### src/rtl/hf_pkg.sv
// Shared command codes, mode codes and FSM encoding for the HF configuration
// receiver and its SPI front end.
package hf_pkg;

    localparam int FRAME_BITS = 16;

    localparam logic [3:0] CMD_SET_CONFREG = 4'b0001;
    localparam logic [3:0] CMD_WRITE_REG   = 4'b0010;
    localparam logic [3:0] CMD_READ_REG    = 4'b0011;

    localparam logic [2:0] MODE_0   = 3'd0;
    localparam logic [2:0] MODE_1   = 3'd1;
    localparam logic [2:0] MODE_2   = 3'd2;
    localparam logic [2:0] MODE_3   = 3'd3;
    localparam logic [2:0] MODE_4   = 3'd4;
    localparam logic [2:0] MODE_OFF = 3'd7;

    typedef enum logic {
        ST_RUN   = 1'b0,
        ST_QUIET = 1'b1
    } mode_state_e;

endpackage

### src/rtl/spi_oversample_rx.sv
// Oversampled SPI slave: synchronises spck/mosi/ncs into the system clock,
// shifts in one frame per ncs window and shifts read-back data out on miso.
module spi_oversample_rx
    import hf_pkg::*;
(
    input  logic                  clk_i,
    input  logic                  rst_n_i,
    input  logic                  spck_i,
    input  logic                  mosi_i,
    input  logic                  ncs_i,
    input  logic [FRAME_BITS-1:0] rd_buf_i,
    output logic                  miso_o,
    output logic                  frame_valid_o,
    output logic                  frame_bad_o,
    output logic [FRAME_BITS-1:0] frame_word_o
);

    logic spck_s1_q, spck_s2_q, spck_d1_q;
    logic mosi_s1_q, mosi_s2_q;
    logic ncs_s1_q, ncs_s2_q, ncs_d1_q;

    logic [1:0]            warm_q, warm_d;
    logic                  armed_q, armed_d;
    logic                  active_q, active_d;
    logic [4:0]            bitcnt_q, bitcnt_d;
    logic [FRAME_BITS-1:0] shift_q, shift_d;
    logic [FRAME_BITS-1:0] tx_q, tx_d;

    logic spck_rise, spck_fall, ncs_rise, ncs_fall;

    always_ff @(posedge clk_i or negedge rst_n_i) begin
        if (!rst_n_i) begin
            spck_s1_q <= 1'b0;
            spck_s2_q <= 1'b0;
            spck_d1_q <= 1'b0;
            mosi_s1_q <= 1'b0;
            mosi_s2_q <= 1'b0;
            ncs_s1_q  <= 1'b1;
            ncs_s2_q  <= 1'b1;
            ncs_d1_q  <= 1'b1;
        end else begin
            spck_s1_q <= spck_i;
            spck_s2_q <= spck_s1_q;
            spck_d1_q <= spck_s2_q;
            mosi_s1_q <= mosi_i;
            mosi_s2_q <= mosi_s1_q;
            ncs_s1_q  <= ncs_i;
            ncs_s2_q  <= ncs_s1_q;
            ncs_d1_q  <= ncs_s2_q;
        end
    end

    assign spck_rise = spck_s2_q & ~spck_d1_q;
    assign spck_fall = ~spck_s2_q & spck_d1_q;
    assign ncs_rise  = ncs_s2_q & ~ncs_d1_q;
    assign ncs_fall  = ~ncs_s2_q & ncs_d1_q;

    // A frame only starts after ncs has really been seen high once the
    // synchronisers hold pin data, so a frame cut by reset is never decoded.
    always_comb begin
        warm_d   = (warm_q == 2'd2) ? warm_q : warm_q + 2'd1;
        armed_d  = armed_q | ((warm_q == 2'd2) & ncs_s2_q);
        active_d = active_q;
        bitcnt_d = bitcnt_q;
        shift_d  = shift_q;
        tx_d     = tx_q;
        if (ncs_fall && armed_q) begin
            active_d = 1'b1;
            bitcnt_d = 5'd0;
            tx_d     = rd_buf_i;
        end else if (!ncs_s2_q) begin
            if (spck_rise) begin
                shift_d = {shift_q[FRAME_BITS-2:0], mosi_s2_q};
                if (bitcnt_q != 5'd31) bitcnt_d = bitcnt_q + 5'd1;
            end
            if (spck_fall) tx_d = {tx_q[FRAME_BITS-2:0], 1'b0};
        end
        if (ncs_rise) active_d = 1'b0;
    end

    always_ff @(posedge clk_i or negedge rst_n_i) begin
        if (!rst_n_i) begin
            warm_q   <= 2'd0;
            armed_q  <= 1'b0;
            active_q <= 1'b0;
            bitcnt_q <= 5'd0;
            shift_q  <= '0;
            tx_q     <= '0;
        end else begin
            warm_q   <= warm_d;
            armed_q  <= armed_d;
            active_q <= active_d;
            bitcnt_q <= bitcnt_d;
            shift_q  <= shift_d;
            tx_q     <= tx_d;
        end
    end

    assign miso_o        = ~ncs_s2_q & tx_q[FRAME_BITS-1];
    assign frame_valid_o = ncs_rise & active_q & (bitcnt_q == 5'(FRAME_BITS));
    assign frame_bad_o   = ncs_rise & active_q & (bitcnt_q != 5'(FRAME_BITS));
    assign frame_word_o  = shift_q;

endmodule

### src/rtl/hf_conf_ctrl.sv
// HF configuration receiver: decodes SPI command frames into a register file
// with read-back, and gates major-mode changes through an OFF guard interval.
module hf_conf_ctrl
    import hf_pkg::*;
#(
    parameter int          NUM_REGS     = 4,
    parameter int          MODE_BITS    = 3,
    parameter int unsigned OFF_MODE     = 7,
    parameter int          GUARD_CYCLES = 16,
    parameter logic [7:0]  CONF_RESET   = 8'hE0
) (
    input  logic                  ck_1356meg,
    input  logic                  nrst,
    input  logic                  spck,
    input  logic                  mosi,
    input  logic                  ncs,
    output logic                  miso,
    output logic [7:0]            conf_word,
    output logic [8*NUM_REGS-1:0] regs_flat,
    output logic [MODE_BITS-1:0]  major_mode,
    output logic                  mode_switching,
    output logic [7:0]            frame_err_cnt
);

    localparam int CNT_W = (GUARD_CYCLES > 1) ? $clog2(GUARD_CYCLES) : 1;
    localparam logic [CNT_W-1:0]     CNT_LOAD = CNT_W'(GUARD_CYCLES - 1);
    localparam logic [MODE_BITS-1:0] OFF_CODE = MODE_BITS'(OFF_MODE);

    logic                  frame_valid, frame_bad;
    logic [FRAME_BITS-1:0] frame_word;
    logic [3:0]            cmd, addr;
    logic [7:0]            data, rd_data;
    logic                  addr_ok, err_bump;

    logic [7:0]            regs_q [NUM_REGS];
    logic [7:0]            regs_d [NUM_REGS];
    logic [FRAME_BITS-1:0] rd_buf_q, rd_buf_d;
    logic [7:0]            err_q, err_d;

    mode_state_e           state_q, state_d;
    logic [MODE_BITS-1:0]  mode_q, mode_d, tgt_q, tgt_d, req;
    logic [CNT_W-1:0]      cnt_q, cnt_d;

    spi_oversample_rx u_rx (
        .clk_i         (ck_1356meg),
        .rst_n_i       (nrst),
        .spck_i        (spck),
        .mosi_i        (mosi),
        .ncs_i         (ncs),
        .rd_buf_i      (rd_buf_q),
        .miso_o        (miso),
        .frame_valid_o (frame_valid),
        .frame_bad_o   (frame_bad),
        .frame_word_o  (frame_word)
    );

    assign cmd  = frame_word[15:12];
    assign addr = frame_word[11:8];
    assign data = frame_word[7:0];

    always_comb begin
        regs_d   = regs_q;
        rd_buf_d = rd_buf_q;
        err_d    = err_q;
        rd_data  = 8'h00;
        addr_ok  = 1'b0;
        for (int i = 0; i < NUM_REGS; i++) begin
            if (addr == 4'(i)) begin
                addr_ok = 1'b1;
                rd_data = regs_q[i];
            end
        end
        err_bump = frame_bad | (frame_valid & (cmd == CMD_WRITE_REG) & ~addr_ok);
        if (frame_valid) begin
            case (cmd)
                CMD_SET_CONFREG: regs_d[0] = data;
                CMD_WRITE_REG: begin
                    for (int i = 0; i < NUM_REGS; i++) begin
                        if (addr == 4'(i)) regs_d[i] = data;
                    end
                end
                CMD_READ_REG: rd_buf_d = {CMD_READ_REG, addr, rd_data};
                default: ;
            endcase
        end
        if (err_bump && err_q != 8'hFF) err_d = err_q + 8'd1;
    end

    // tgt_q remembers the request the guard interval is counting for, so a
    // new request arriving mid-guard restarts the full quiet period.
    assign req = regs_q[0][7 -: MODE_BITS];

    always_comb begin
        state_d = state_q;
        mode_d  = mode_q;
        tgt_d   = tgt_q;
        cnt_d   = cnt_q;
        case (state_q)
            ST_RUN: begin
                if (req != mode_q) begin
                    state_d = ST_QUIET;
                    mode_d  = OFF_CODE;
                    tgt_d   = req;
                    cnt_d   = CNT_LOAD;
                end
            end
            ST_QUIET: begin
                if (req != tgt_q) begin
                    tgt_d = req;
                    cnt_d = CNT_LOAD;
                end else if (cnt_q == '0) begin
                    mode_d  = tgt_q;
                    state_d = ST_RUN;
                end else begin
                    cnt_d = cnt_q - 1'b1;
                end
            end
            default: state_d = ST_RUN;
        endcase
    end

    always_ff @(posedge ck_1356meg or negedge nrst) begin
        if (!nrst) begin
            for (int i = 0; i < NUM_REGS; i++) regs_q[i] <= (i == 0) ? CONF_RESET : 8'h00;
            rd_buf_q <= '0;
            err_q    <= 8'h00;
            state_q  <= ST_RUN;
            mode_q   <= OFF_CODE;
            tgt_q    <= OFF_CODE;
            cnt_q    <= '0;
        end else begin
            regs_q   <= regs_d;
            rd_buf_q <= rd_buf_d;
            err_q    <= err_d;
            state_q  <= state_d;
            mode_q   <= mode_d;
            tgt_q    <= tgt_d;
            cnt_q    <= cnt_d;
        end
    end

    for (genvar g = 0; g < NUM_REGS; g++) begin : g_flat
        assign regs_flat[8*g +: 8] = regs_q[g];
    end

    assign conf_word      = regs_q[0];
    assign major_mode     = mode_q;
    assign mode_switching = (state_q == ST_QUIET);
    assign frame_err_cnt  = err_q;

endmodule

### config.mk
export PLATFORM = sky130hd
export DESIGN_NAME = hf_conf_ctrl
export DESIGN_NICKNAME = d
export VERILOG_FILES = /design/src/rtl/hf_pkg.sv /design/src/rtl/spi_oversample_rx.sv /design/src/rtl/hf_conf_ctrl.sv
export SDC_FILE = /design/constraint.sdc
export NUM_CORES = 1
export LEC_CHECK = 0
export BUFFER_PORTS_ARGS = -buffer_cell sky130_fd_sc_hd__buf_2
export CAP_MARGIN = 20
export CORE_AREA = 2 2 139 87
export CTS_BUF_LIST = sky130_fd_sc_hd__clkbuf_2 sky130_fd_sc_hd__clkbuf_4 sky130_fd_sc_hd__clkbuf_8
export DETAILED_ROUTE_END_ITERATION = 8
export DIE_AREA = 0 0 141 89
export HOLD_SLACK_MARGIN = 0.05
export PLACE_DENSITY = 0.7
export SLEW_MARGIN = 20
export SYNTH_ARGS = -nofsm -noshare
export SYNTH_HDL_FRONTEND = slang
export SYNTH_SLANG_ARGS = --single-unit
### constraint.sdc
create_clock -name ck_1356meg -period 4.9 [get_ports ck_1356meg]
set_input_delay 0.49 -clock ck_1356meg [delete_from_list [all_inputs] [get_ports ck_1356meg]]
set_output_delay 0.49 -clock ck_1356meg [all_outputs]
set_load 0.05 [all_outputs]
==> results.toml, run 1 <==
[outcome]
status = "finished clean"

[layout]
antenna_cells = 0
drive_gt1_share_pct = 37.7
nets = 463
area_growth_pct = 17.3
post-route-cell-area_mm2 = 0.00582

[critical_path]
critPathLaunchType = "flop"
reg2reg_depth = 4
r2r_start = "u_rx.ncs_s2_q"
cp.depth = 4
cpLargestDelayFamily = "simple AND/OR/NAND/NOR gates"
path_buf_inv = 0
worstSetupEndpointType = "flop"
reg2reg_to = "regs_flat[9]"
cpPeakStageDelay_ps = 680
slowest_stage = "dfstp_2"
worstPathArrival_ps = 2860
required_ps = 5220
worstSetupPathType = "flop to flop"
r2r_slack_ps = 2350
cp_max_fo = 14
cp_cell_sequence = "nand3b_1 > nor4_1 > and3b_1 > mux2_2"

[timing]
max_slew_margin_pct = 24.9
drv_slew = 0
tns_ps = 0
whs_ps = 148
final-setup-viol-count = 0
skew_ps = 11.8
fmax_mhz = 392
rsz0062_at_grt = "false"
finalHoldViolCount = 0
setup_ws_ps = 2350
period_needed_ps = 2550
worst_pin_slew_ps = 1120
final.period_utilization_pct = 52.0

[logic_synthesis]
ys_seq_elements = 113
synth_most_common_cell = "dfrtp_1"
synth-async-reset-ratio_pct = 100
synth_area_leaders = "dfrtp_1 51%, mux2_2 13%, dfstp_2 6.4%"
syn_nets = 402
synth_cell_types = 42
synth_area_mm2 = 0.00496
ys.flop_type = "dfrtp_1"
synth_common_cells = "101 x dfrtp_1, 57 x mux2_2, 30 x nor2_1, 29 x nand2_1, 21 x a21oi_1"
synth-edff-count = 0
synth-seq-area-share_pct = 57.3
synth_cells = 391
synth_top_area_share_pct = 50.9
syn_avg_cell_area_um2 = 12.7
synth_top_area_cell = "dfrtp_1"
yosysWarnings = 0

[routing]
drtPass1Iterations = 4
drc = 0
drt-total-wl_mm = 9.83
vias = 3204
wire_per_inst_um = 16.2
vias_per_cell = 5.27
postRouteAntennaNets = 0
drt_iter0_drc = 238

[global_route]
antenna_found_initial = 0
grt-ovfl-total = 0
grt_max_degree = 82
grt_pass1_wl_mm = 16.1
grt_pass1_vias = 3087
gr-usage-all-layers_pct = 16.7

[clocking]
root_buffer = "clkbuf_8"
ctsResizeCount = 0
htree_num_levels = 4
clk_path_buf_depth = 2
clkSinkCount = 113
clkTransAtPathRegs_ps = 70
cts_tree = "yes"
cts_buffers = 17
clkLatencyLatePin_ps = 430

[floorplanning]
fp.dieArea_mm2 = 0.0125
die_y_um = 89
die_x_um = 141
start_util_pct = 44.5
coreArea_mm2 = 0.0111
rows = 30
num_io_pins = 58

[placed_design]
port_buffers = 57
place.gp.congestion = 0.747
dp_hpwl_mm = 6.36
pre_cts_ws_ps = 2420
placed_cell_area_mm2 = 0.00535

[flow_run]
drv_cap = 0

[pwr]
ir_drop_v = 0.000377
p_leak_nw = 2.81
power.density_mw_per_mm2 = 388

[hold_path]
hold_depth = 1
hold_path_end = "u_rx.ncs_s1_q"
hold_class = "primary input to flop"
hp-start = "ncs"
-- timing repair --
action / CTS / global route
endpoints found under the hold margin: 0 / 2
hold buffers: 0 / 1
setup buffers: 0 / 0
-- layer usage --
metal,up-vias,share of wire (%),global-route usage [%]
li1,1501,-,-
met5,-,0,0
met3,14,4.4,4.66
met1,1612,52,24.9
met4,0,1.3,6.55
met2,77,43,23.2
-- layout make-up --
cell class	count	area [µm²]
repair buffers	62	340
flip-flops and latches	113	2840
clock buffers	21	289
multi-input cells	246	1970
fillers	917	5330
well taps	144	180
inverters	12	45.0
clock inverters	10	156
-- where the power goes --
part           switching (mW)  leakage [nW]  internal [mW]
Combinational           0.140          1.13         0.0725
Sequential             0.0690          1.46          0.997
Clock                   0.379         0.227          0.603
Total                   0.587          2.81           1.67
-- cells in the final DEF, fill, tap and decap left out, types with 4 or more instances in the layout --
master	count
dfrtp_1	101
mux2_2	57
buf_2	56
nor2_1	30
nand2_1	29
a21oi_1	21
clkbuf_8	21
mux2i_1	19
o21ai_0	16
inv_1	12
dfstp_2	12
xnor2_1	8
mux4_2	8
xor2_1	7
ha_1	6
nand4_1	4
nand3_1	4
nor3_1	4
clkinv_2	4
bufinv_16	4
buf_4	4
-- per-stage QoR --
stage          std cells  power [mW]  utilization [%]
6_report             608        2.26             52.2
5_1_grt              608        2.34             52.2
3_3_place_gp         575        1.28             47.9
3_5_place_dp         575        1.29             47.9
2_1_floorplan        391        1.21                -
4_1_cts              606        2.27             51.9
-- worst max path at each step --
stage	startpoint	endpoint	slack, ps
after floorplan	u_rx.frame_word_o[11]	conf_word[0]	2790
after global placement	u_rx.ncs_s2_q	regs_flat[14]	2490
after detailed placement	u_rx.ncs_s2_q	regs_flat[8]	2420
after CTS	u_rx.ncs_s2_q	regs_flat[9]	2370
after global routing	u_rx.ncs_s2_q	regs_flat[9]	2170
final	u_rx.ncs_s2_q	regs_flat[9]	2350
-- cell families (layout without fill, tap and decap cells) --
kind of cell	count (synthesis)	after routing	synth area share [%]
compound gates	46	46	5.35
fa+ha+maj	6	6	1.51
flops	113	113	57.3
xor+xnor	15	15	2.65
simple gates	95	95	9.73
mux	84	84	20.4
buf+inv	32	105	3.08
-- sequential cells by signal, summed over array words and instances, names as in the netlist, 4 cells and up --
register and cells:
u_rx.frame_word_o 16, cnt_q 4, conf_word 8, u_rx.bitcnt_q 5
rd_buf_q 13, regs_flat 24, frame_err_cnt 8, u_rx.tx_q 16
Power figures use the tool's default switching activity.
==> run 2, diff against run 1 <==
==> constraint.sdc (replaced) <==
create_clock -name ck_1356meg -period 2.5 [get_ports ck_1356meg]
set_input_delay 0.25 -clock ck_1356meg [delete_from_list [all_inputs] [get_ports ck_1356meg]]
set_output_delay 0.25 -clock ck_1356meg [all_outputs]
set_load 0.05 [all_outputs]
==> run 2 against run 1 <==
Effect of this change: final cell count grew 2.3%; routed wire length up 0.43%; sequential share of layout area is 0.60 points lower; via count increased by 0.97%; non-clock buffer count up 14; combinational power up 100%; flip-flop and latch count did not move; worst hold slack better by 200 ps; maximum frequency up 11%; global-route usage up 0.44 points; register-to-register slack worse by 2200 ps; clock-buffer cell count is the same; largest cell class unchanged; highest routed layer unchanged.
==> results.toml, run 2 (synthesis gave the netlist of run 1 again) <==
[routing]
wire_per_inst_um = 15.9
postRouteAntennaNets = 0
vias = 3235
drc = 0
vias_per_cell = 5.20
drt-total-wl_mm = 9.87
drt_iter0_drc = 155
drtPass1Iterations = 6

[timing]
period_needed_ps = 2300
drv_slew = 0
worst_pin_slew_ps = 763
tns_ps = 0
finalHoldViolCount = 0
final.period_utilization_pct = 92.1
final-setup-viol-count = 0
skew_ps = 9.69
whs_ps = 349
max_slew_margin_pct = 49.0
rsz0062_at_grt = "false"
fmax_mhz = 435

[floorplanning]
fp.dieArea_mm2 = 0.0125
rows = 30
die_x_um = 141
coreArea_mm2 = 0.0111
die_y_um = 89
start_util_pct = 44.5
num_io_pins = 58

[critical_path]
cp_max_fo = 8
required_ps = 2800
cp_cell_sequence = "or4b_1 > nor4_1 > and3b_1 > mux2_2"
reg2reg_depth = 4
critPathLaunchType = "flop"
r2r_start = "u_rx.frame_word_o[11]"
worstSetupEndpointType = "flop"
reg2reg_to = "regs_flat[21]"
cpLargestDelayFamily = "simple AND/OR/NAND/NOR gates"
cpPeakStageDelay_ps = 560
r2r_slack_ps = 200
worstPathArrival_ps = 2610
slowest_stage = "or4b_1"
path_buf_inv = 0
worstSetupPathType = "flop to flop"

[layout]
finalNonFillerCells = 622
layout_common_cells = "101 x dfrtp_1, 57 x mux2_2, 56 x buf_2"
antenna_cells = 0
drive_gt1_share_pct = 38.9
post-route-cell-area_mm2 = 0.00589
largest_reg_flops = 24
nets = 477
area_growth_pct = 18.8
final_common_cell = "dfrtp_1"

[hold_path]
hold_depth = 0
hold_class = "flop to flop"
hp-start = "u_rx.spck_s1_q"
hold_path_end = "u_rx.spck_s2_q"

[clocking]
clkSinkCount = 113
htree_num_levels = 4
cts_setup_buffers = 0
clk_path_buf_depth = 2
root_buffer = "clkbuf_8"
clkTransAtPathRegs_ps = 70
cts.hold.buffers_added = 4
cts_buffers = 17
ctsResizeCount = 0
clkLatencyLatePin_ps = 420
cts_tree = "yes"

[global_route]
grt_max_degree = 51
grt-ovfl-total = 0
gr-usage-all-layers_pct = 17.2
grt_pass1_vias = 3227
grt_pass1_wl_mm = 16.5
antenna_found_initial = 0

[pwr]
internal_power_mw = 3.07
swShare_pct = 27.0
switchingPower_mw = 1.13
clock_power_share_pct = 40.1
p_leak_nw = 2.85
ir_drop_v = 0.000505
p_comb_share_pct = 10.2
seqPwrFrac_pct = 49.7
power.density_mw_per_mm2 = 712

[placed_design]
dp_hpwl_mm = 6.78
port_buffers = 57
dp.cells = 587
place.gp.congestion = 0.762
placed_cell_area_mm2 = 0.00546

[outcome]
status = "finished clean"

[flow_run]
drv_cap = 0
run 2: layout make-up:
type                       count  area (µm²)
sequential                   113        2840
clock buffer                  21         283
inverter                      12        45.0
clock inverter                10         110
tap                          144         180
multi-input combinational    246        1970
fill                         965        5260
timing repair buffer          76         465
run 2: metal layers:
metal | vias up | routed length (µm) | GRT usage, %
met5 | - | 0 | 0
met4 | 0 | 160 | 7.91
met3 | 19 | 391 | 4.23
met2 | 68 | 4200 | 24.8
met1 | 1618 | 5120 | 24.7
li1 | 1530 | - | -
run 2: power groups by stage:
| stage | Combinational, mW | Clock, mW | Sequential, mW |
|---|---|---|---|
| after global placement | 0.416 | 0 | 2.11 |
| after CTS | 0.438 | 1.73 | 2.08 |
| after detailed placement | 0.432 | 0 | 2.11 |
| after global routing | 0.471 | 1.79 | 2.11 |
| final | 0.429 | 1.68 | 2.09 |
| after floorplan | 0.179 | 0 | 2.20 |
run 2: how the worst max path moves through the flow:
stage	to	depth (start not counted)	start	slack (ps)
after floorplan	conf_word[0]	4	u_rx.frame_word_o[11]	390
after global placement	regs_flat[13]	4	u_rx.frame_word_o[11]	270
after detailed placement	regs_flat[21]	4	u_rx.frame_word_o[11]	200
after CTS	regs_flat[21]	4	u_rx.frame_word_o[11]	200
after global routing	regs_flat[9]	4	u_rx.frame_word_o[11]	70
final	regs_flat[21]	4	u_rx.frame_word_o[11]	200
run 2: through the flow:
stage / power (mW) / utilization, % / setup WS (ps)
finish: 4.20 / 52.9 / 199
global route: 4.37 / 52.9 / 69.2
CTS: 4.25 / 52.9 / 201
detailed placement: 2.55 / 49.0 / 196
global placement: 2.52 / 49.0 / 270
floorplan: 2.38 / - / 391
==> run 3, diff against run 2 <==
--- a/config.mk
+++ b/config.mk
@@ -7,12 +7,12 @@
 export LEC_CHECK = 0
 export BUFFER_PORTS_ARGS = -buffer_cell sky130_fd_sc_hd__buf_2
 export CAP_MARGIN = 20
-export CORE_AREA = 2 2 139 87
+export CORE_AREA = 2 2 132 83
 export CTS_BUF_LIST = sky130_fd_sc_hd__clkbuf_2 sky130_fd_sc_hd__clkbuf_4 sky130_fd_sc_hd__clkbuf_8
 export DETAILED_ROUTE_END_ITERATION = 8
-export DIE_AREA = 0 0 141 89
+export DIE_AREA = 0 0 134 85
 export HOLD_SLACK_MARGIN = 0.05
-export PLACE_DENSITY = 0.7
+export PLACE_DENSITY = 0.76
 export SLEW_MARGIN = 20
 export SYNTH_ARGS = -nofsm -noshare
 export SYNTH_HDL_FRONTEND = slang
==> run 3 against run 2 <==
Effect of this change: sequential power hardly changed; maximum frequency is 1.2% lower; final cell count is 0.48% lower; die area is 9.2% lower; critical path type unchanged; critical endpoint is now regs_flat[8].
==> results.toml, run 3 (synthesis gave the netlist of run 1 again) <==
[layout]
finalNonFillerCells = 619
area_growth_pct = 18.7
nets = 479
final_common_cell = "dfrtp_1"
drive_gt1_share_pct = 39.2
layout_common_cells = "101 x dfrtp_1, 57 x mux2_2, 56 x buf_2"
fillers = 817
utilization_pct = 57.8
antenna_cells = 0
largest_reg_flops = 24
post-route-cell-area_mm2 = 0.00589

[routing]
vias_per_cell = 5.18
drc = 0
wl_met3_um = 498
drtPass1Iterations = 4
wire_per_inst_um = 15.7
wl_met2_mm = 4.24
vias = 3205
drt_iter0_drc = 188
drt-total-wl_mm = 9.74
postRouteAntennaNets = 0
drt-met1-wl_mm = 4.93
top_layer = "met4"

[pwr]
p_leak_nw = 2.87
total_power_mw = 4.21
ir_drop_v = 0.000536
power.density_mw_per_mm2 = 715

[clocking]
htree_num_levels = 4
cts_tree = "yes"
root_buffer = "clkbuf_8"
clkTransAtPathRegs_ps = 60
clkLatencyLatePin_ps = 420
cts_buffers = 17
clkSinkCount = 113
clk_path_buf_depth = 2

[floorplanning]
die_y_um = 85
coreArea_mm2 = 0.0102
rows = 29
num_io_pins = 58
start_util_pct = 48.7
die_x_um = 134
fp.dieArea_mm2 = 0.0114

[placed_design]
placed_cell_area_mm2 = 0.00546
pre_cts_ws_ps = 215
dp_hpwl_mm = 6.69
port_buffers = 57
dp.cells = 584
place.gp.congestion = 0.808

[critical_path]
cp_max_fo = 8
r2r_slack_ps = 170
critPathLaunchType = "flop"
reg2reg_depth = 4
reg2reg_to = "regs_flat[8]"
worstPathArrival_ps = 2640
worstSetupEndpointType = "flop"
worstSetupPathType = "flop to flop"
r2r_start = "u_rx.frame_word_o[11]"
required_ps = 2810

[global_route]
grt_max_degree = 44
grt_pass1_wl_mm = 16.8
gr-usage-all-layers_pct = 19.4
grt_pass1_vias = 3309
antenna_found_initial = 0
grt-ovfl-total = 0

[hold_path]
hold_depth = 0
hp-start = "u_rx.spck_s1_q"
hold_path_end = "u_rx.spck_s2_q"
hold_class = "flop to flop"

[timing]
max_slew_margin_pct = 48.9
finalHoldViolCount = 0
setup_ws_ps = 170
final.period_utilization_pct = 93.2
rsz0062_at_grt = "false"
fmax_mhz = 429
drv_slew = 0
final-setup-viol-count = 0
tns_ps = 0
whs_ps = 347
period_needed_ps = 2330
skew_ps = 10.5
worst_pin_slew_ps = 765

[outcome]
status = "finished clean"

[flow_run]
drv_cap = 0
[run 3: cell types whose count changed in the layout (fill, tap and decap cells not counted)]
cell,delta
buf_12,-1
clkinvlp_4,-4
buf_4,+3
clkbuf_4,+4
[run 3: area by class of cell]
type	instances	area (µm²)	area share, %
clock inverter	6	80.1	1.36
multi-input combinational	246	1970	33.4
timing repair buffer	78	468	7.95
sequential	113	2840	48.3
inverter	12	45.0	0.765
tap	139	174	2.95
clock buffer	25	313	5.31
[run 3: worst max-delay path, stage by stage (launching register included)]
cell     delay [ps]
dfrtp_1         430
or4b_1          570
nor4_1          340
and3b_1         490
mux2_2          380
[run 3: what timing repair did]
action                    in CTS  in global routing
buffers inserted               0                  0
hold buffers                   4                  0
hold endpoints to repair      35                  0
gates resized for setup        0                  0
[run 3: routing by layer]
layer	up-vias	track usage (%)
li1	1527	-
met1	1604	27.9
met2	68	27.3
met4	0	5.42
met3	6	7.83
met5	-	0
[run 3: how the worst max path moves through the flow]
| stage | start | to |
|---|---|---|
| after CTS | u_rx.frame_word_o[11] | regs_flat[15] |
| after global placement | u_rx.frame_word_o[11] | regs_flat[20] |
| final | u_rx.frame_word_o[11] | regs_flat[8] |
| after floorplan | u_rx.frame_word_o[11] | conf_word[0] |
| after detailed placement | u_rx.frame_word_o[11] | regs_flat[9] |
| after global routing | u_rx.frame_word_o[11] | regs_flat[15] |
[run 3: where the power goes]
part / internal, mW / switching, mW / leakage (nW)
clock network: 1.01 / 0.689 / 0.211
registers: 1.96 / 0.129 / 1.46
logic: 0.151 / 0.278 / 1.20
